[config.mk]
export PLATFORM = sky130hd
export DESIGN_NAME = packet_serializer
export DESIGN_NICKNAME = d
export VERILOG_FILES = /design/src/rtl/packet_serializer.sv
export SDC_FILE = /design/constraint.sdc
export NUM_CORES = 2
export LEC_CHECK = 0
export BUFFER_PORTS_ARGS = -buffer_cell sky130_fd_sc_hd__buf_4
export CAP_MARGIN = 20
export CORE_AREA = 2 2 760 762
export CTS_CLUSTER_DIAMETER = 200
export DETAILED_ROUTE_END_ITERATION = 16
export DIE_AREA = 0 0 762 764
export GPL_TIMING_DRIVEN = 0
export PLACE_DENSITY_LB_ADDON = 0.08
export SYNTH_ARGS = -nofsm -noshare
export SYNTH_HDL_FRONTEND = slang
export SYNTH_SLANG_ARGS = --single-unit
[constraint.sdc]
create_clock -name iClk -period 47.6 [get_ports iClk]
set_input_delay 4.76 -clock iClk [delete_from_list [all_inputs] [get_ports iClk]]
set_output_delay 4.76 -clock iClk [all_outputs]
set_load 0.005 [all_outputs]
[src/rtl/packet_serializer.sv]
// packet_serializer: captures a wide packet and streams it out one byte per ready cycle, LSB byte first.
// Define PKT_SERIALIZER_CHECKSUM_EN to append a trailing two's-complement checksum byte.
module packet_serializer #(
  parameter int pPacketSize = 244
) (
  input  logic                     iClk,
  input  logic                     iRst,
  input  logic                     iPacketWr,
  input  logic [pPacketSize*8-1:0] iPacketData,
  output logic                     oPacketFull,
  output logic [7:0]               oByteData,
  output logic                     oByteValid,
  input  logic                     iByteReady,
  output logic                     oByteLast,
  output logic                     oErr
);

  localparam int         cBusW    = pPacketSize * 8;
  localparam logic [7:0] cLastIdx = 8'(pPacketSize - 1);

  localparam logic [1:0] IDLE  = 2'd0;
  localparam logic [1:0] SEND  = 2'd1;
`ifdef PKT_SERIALIZER_CHECKSUM_EN
  localparam logic [1:0] CKSUM = 2'd2;
`endif
  localparam logic [1:0] DONE  = 2'd3;

  logic [1:0]       state;
  logic [7:0]       byteCnt;
  logic [cBusW-1:0] shadow;
  logic             errFlag;
  logic             xfer;

`ifdef PKT_SERIALIZER_CHECKSUM_EN
  logic [7:0] cksumAcc;

  function automatic logic [7:0] cksumByte(input logic [7:0] sum);
    return 8'(9'h100 - {1'b0, sum});
  endfunction
`endif

  assign xfer = (state == SEND) && iByteReady;
  assign oErr = errFlag;

  // Control: state, byte counter, overrun flag and checksum accumulator
  always_ff @(posedge iClk) begin
    if (iRst) begin
      state   <= IDLE;
      byteCnt <= '0;
      errFlag <= 1'b0;
`ifdef PKT_SERIALIZER_CHECKSUM_EN
      cksumAcc <= '0;
`endif
    end else begin
      if (iPacketWr && (state != IDLE)) errFlag <= 1'b1;
      case (state)
        IDLE: begin
          if (iPacketWr) begin
            state   <= SEND;
            byteCnt <= '0;
`ifdef PKT_SERIALIZER_CHECKSUM_EN
            cksumAcc <= '0;
`endif
          end
        end
        SEND: begin
          if (iByteReady) begin
            byteCnt <= byteCnt + 8'd1;
`ifdef PKT_SERIALIZER_CHECKSUM_EN
            cksumAcc <= cksumAcc + shadow[7:0];
            if (byteCnt == cLastIdx) state <= CKSUM;
`else
            if (byteCnt == cLastIdx) state <= DONE;
`endif
          end
        end
`ifdef PKT_SERIALIZER_CHECKSUM_EN
        CKSUM: begin
          if (iByteReady) state <= DONE;
        end
`endif
        default: state <= IDLE;
      endcase
    end
  end

  // Shadow is a shift register: the byte at index byteCnt always sits in the low lane
  always_ff @(posedge iClk) begin
    if ((state == IDLE) && iPacketWr) shadow <= iPacketData;
    else if (xfer)                    shadow <= {8'h00, shadow[cBusW-1:8]};
  end

  always_comb begin
    oPacketFull = (state != IDLE);
    oByteValid  = 1'b0;
    oByteData   = 8'h00;
    oByteLast   = 1'b0;
    case (state)
      SEND: begin
        oByteValid = 1'b1;
        oByteData  = shadow[7:0];
`ifndef PKT_SERIALIZER_CHECKSUM_EN
        oByteLast  = (byteCnt == cLastIdx);
`endif
      end
`ifdef PKT_SERIALIZER_CHECKSUM_EN
      CKSUM: begin
        oByteValid = 1'b1;
        oByteData  = cksumByte(cksumAcc);
        oByteLast  = 1'b1;
      end
`endif
      default: ;
    endcase
  end

endmodule

==> impl_results.md <==
- MaxCap Viol Count: 0
- Power Total: between 4000 and 5000 uW
- Syn Inst Count: just over 8000
- Vias in the first global route: 70630
- WP depth: 12
- Logic gate share of total power: 12.1%
- Top Ports: slightly below 2000
- Crit path cell chain: buf_4 > or3b_1 > buf_2 > buf_6 > buf_6 > buf_6 > nand2_8 > buf_16 > buf_16 > buf_16 > buf_16 > buf_16
- Fin crit period: 8950 ps
- Hpwl dp: 360000 um
- TritonCTS buffer count: roughly 280
- Crit path max-delay family: buffers and inverters
- Finished Layout Cells: ~18000
- Max-slew violation count: 0
- Yosys Warn Count: 0
- Die ar.: approximately 580000 um2
- Area growth from synthesis to layout: 40.0%
- CTS Sinks: 1963
- Fraction of layout cells with a size suffix above 1: 25.6%
- Die height: 764 um
- Sw frac: 26.7%
- Starting Density: 14.7%
- EDFF count, synth: 1952
- Fin. Hold Viols: 0
- Setup bufs post-CTS: 0
- Synth cell types: 30
- Gr usage total: 14.5%
- Drt via density: 3.59
- Post-synth ARST share: 0%
- Required time of the critical path: ~48000 ps
- Largest net degree at the start of global routing: 110
- Remaining DRCs: 0
- Yosys reg bits: 1963
- Max stage delay on crit path: around 470 ps
- Core ar.: approximately 570000 um2
- Pwr dens: 40.8 nW/um2
- Pint: 3530 uW
- Critical path buffer and inverter count: 10
- DRT antenna net count: 0
- Switch Pwr: 1290 uW
- Clk Latency, worst-skew pair: 970 ps
- CTS max path bufs: 4
- Period Utilization, post-route: 18.8%
- Total wire length: 441000 um
- Lkg Pwr: approximately 0.052 uW
- 1st-iter DRT viols: 3662
- Routability-driven placement congestion ratio: between 0.8 and 0.9
- Final #Nets: 12526
- Hold path depth: 2
- RSZ-0062 raised after global routing: false
- Commonest non-fill, non-tap cell in the layout: nand2_1
- Pre-Repair DR Iteration Count: 7
- DR vias: around 66000
- Clock share of power: 42.3%
- Most frequent cells in the layout: nand2_1, buf_4, edfxtp_1
- Total grt overflow: 0
- Setup TNS: 0 ps
- Clk_skew: a little over 70 ps
- Syn_nets: 10254
- Clk slew on worst S/H paths: 50 ps
- Sequential share of the synthesized area: 69.8%
- Worst Tran Pin Value: slightly below 900 ps
- CP Data Arrival Time: 9500 ps
- Die width: roughly 760 um
- Synth area leader: edfxtp_1
- FP Rows: 279
- Max VDD drop: 0.0000222 V
- Clock Tree Root: clkbuf_16
- Seq pwr share: 45.6%
- Kind of critical path: input port to flip-flop
- Crit end category: flip-flop
- Mapped cell area: roughly 84000 um2
- Post-cts hold buffer count: 0
- Maximum clock rate: between 100 and 150 MHz
- Post-CTS sizing: 0
- CP most frequent cell: buf_16
- Run status: complete, no violations
- Ys flop type: edfxtp_1
- Reg2Reg Depth: 11
- Util after Layout: 20.5%
- CP Launch Type: input port
- CP Max Fanout: 108
- First-pass GRT wire length: approximately 600000 um
- H-tree levels: 5
- Syn avg cell area: 10.2 um2
- Final setup violation count: 0
- Crit path max-delay cell type: buf_16
- HP Class: flip-flop to flip-flop
- Top cell type's share of synthesized area: 69.6%
- Port Buffers: roughly 2000
- Dpl cells: 17875
- Max transition margin: 41.6%
- Initial antenna violation count: 390
- CTS tree: done
- DR WL/cell: 23.9 um
- Area contributors post-synth: edfxtp_1, nand2_1, buf_6, buf_2, dfxtp_1
==> through the flow <==
step	worst slack [ps]	hold WS [ps]	instance area, um2
4_1_cts	38480	452	118000
2_1_floorplan	17540	455	84300
3_5_place_dp	37430	472	109000
3_3_place_gp	-312	472	109000
5_1_grt	38300	493	118000
6_report	38650	474	118000
==> metal layers <==
metal,wire (um),global-route usage (%),vias to the layer above
met5,1400,0,-
met4,12400,3.60,222
met3,32600,4.92,953
met2,227000,26.8,2188
met1,168000,15.9,31420
li1,-,-,31527
==> tightest hold or removal path, delay by kind of cell (launching register included) <==
family | cells | cell delay (ps)
flops | 1 | 320
simple gates | 2 | 100
==> cell families after synthesis <==
kind of cell | count (synthesis) | synth area share, %
compound gates | 7 | 0.0505
mux | 5 | 0.0594
fa+ha+maj | 1 | 0.0148
flops | 1963 | 69.8
simple gates | 5883 | 26.4
buf+inv | 438 | 3.70
==> cells in the mapped netlist, types with 3 or more instances <==
cell type and number:
or3_1 5, nand3_1 9, buf_2 242, clkbuf_1 39, dfxtp_1 11, mux2i_1 5
buf_6 156, edfxtp_1 1952, and2_1 16, nand2_1 5834, a21oi_1 3
==> final cells by class <==
type,instances,area [um2]
fillers,63632,457000
plain buffers,437,3120
multi-input cells,5896,22300
clock inverters,151,1250
repair buffers,1991,15400
flip-flops and latches,1963,58800
clock buffers,341,7320
well taps,7587,9490
inverters,1,3.75
diodes,107,268
==> registers in the layout, indices dropped and copies added (netlist names) <==
signal   flops
byteCnt      8
oErr         1
shadow    1952
state        2
==> power by group through the flow <==
stage,clock (uW),combinational [uW],sequential (uW)
final,2040,582,2200
after global routing,2180,658,2220
after CTS,2130,610,2200
after detailed placement,0,608,2230
after global placement,0,598,2510
after floorplan,0,277,2380
==> path summary, 6_finish.rpt <==
check	start	endpoint	slack, ps
hold / removal	shadow[301]$_DFFE_PP_	shadow[293]$_DFFE_PP_	470
hold reg to reg	shadow[301]$_DFFE_PP_	shadow[293]$_DFFE_PP_	470
setup / recovery	iPacketWr	shadow[1331]$_DFFE_PP_	38650
setup reg to reg	state[1]$_SDFFE_PP0P_	shadow[1331]$_DFFE_PP_	42200
Power figures use the tool's default switching activity.
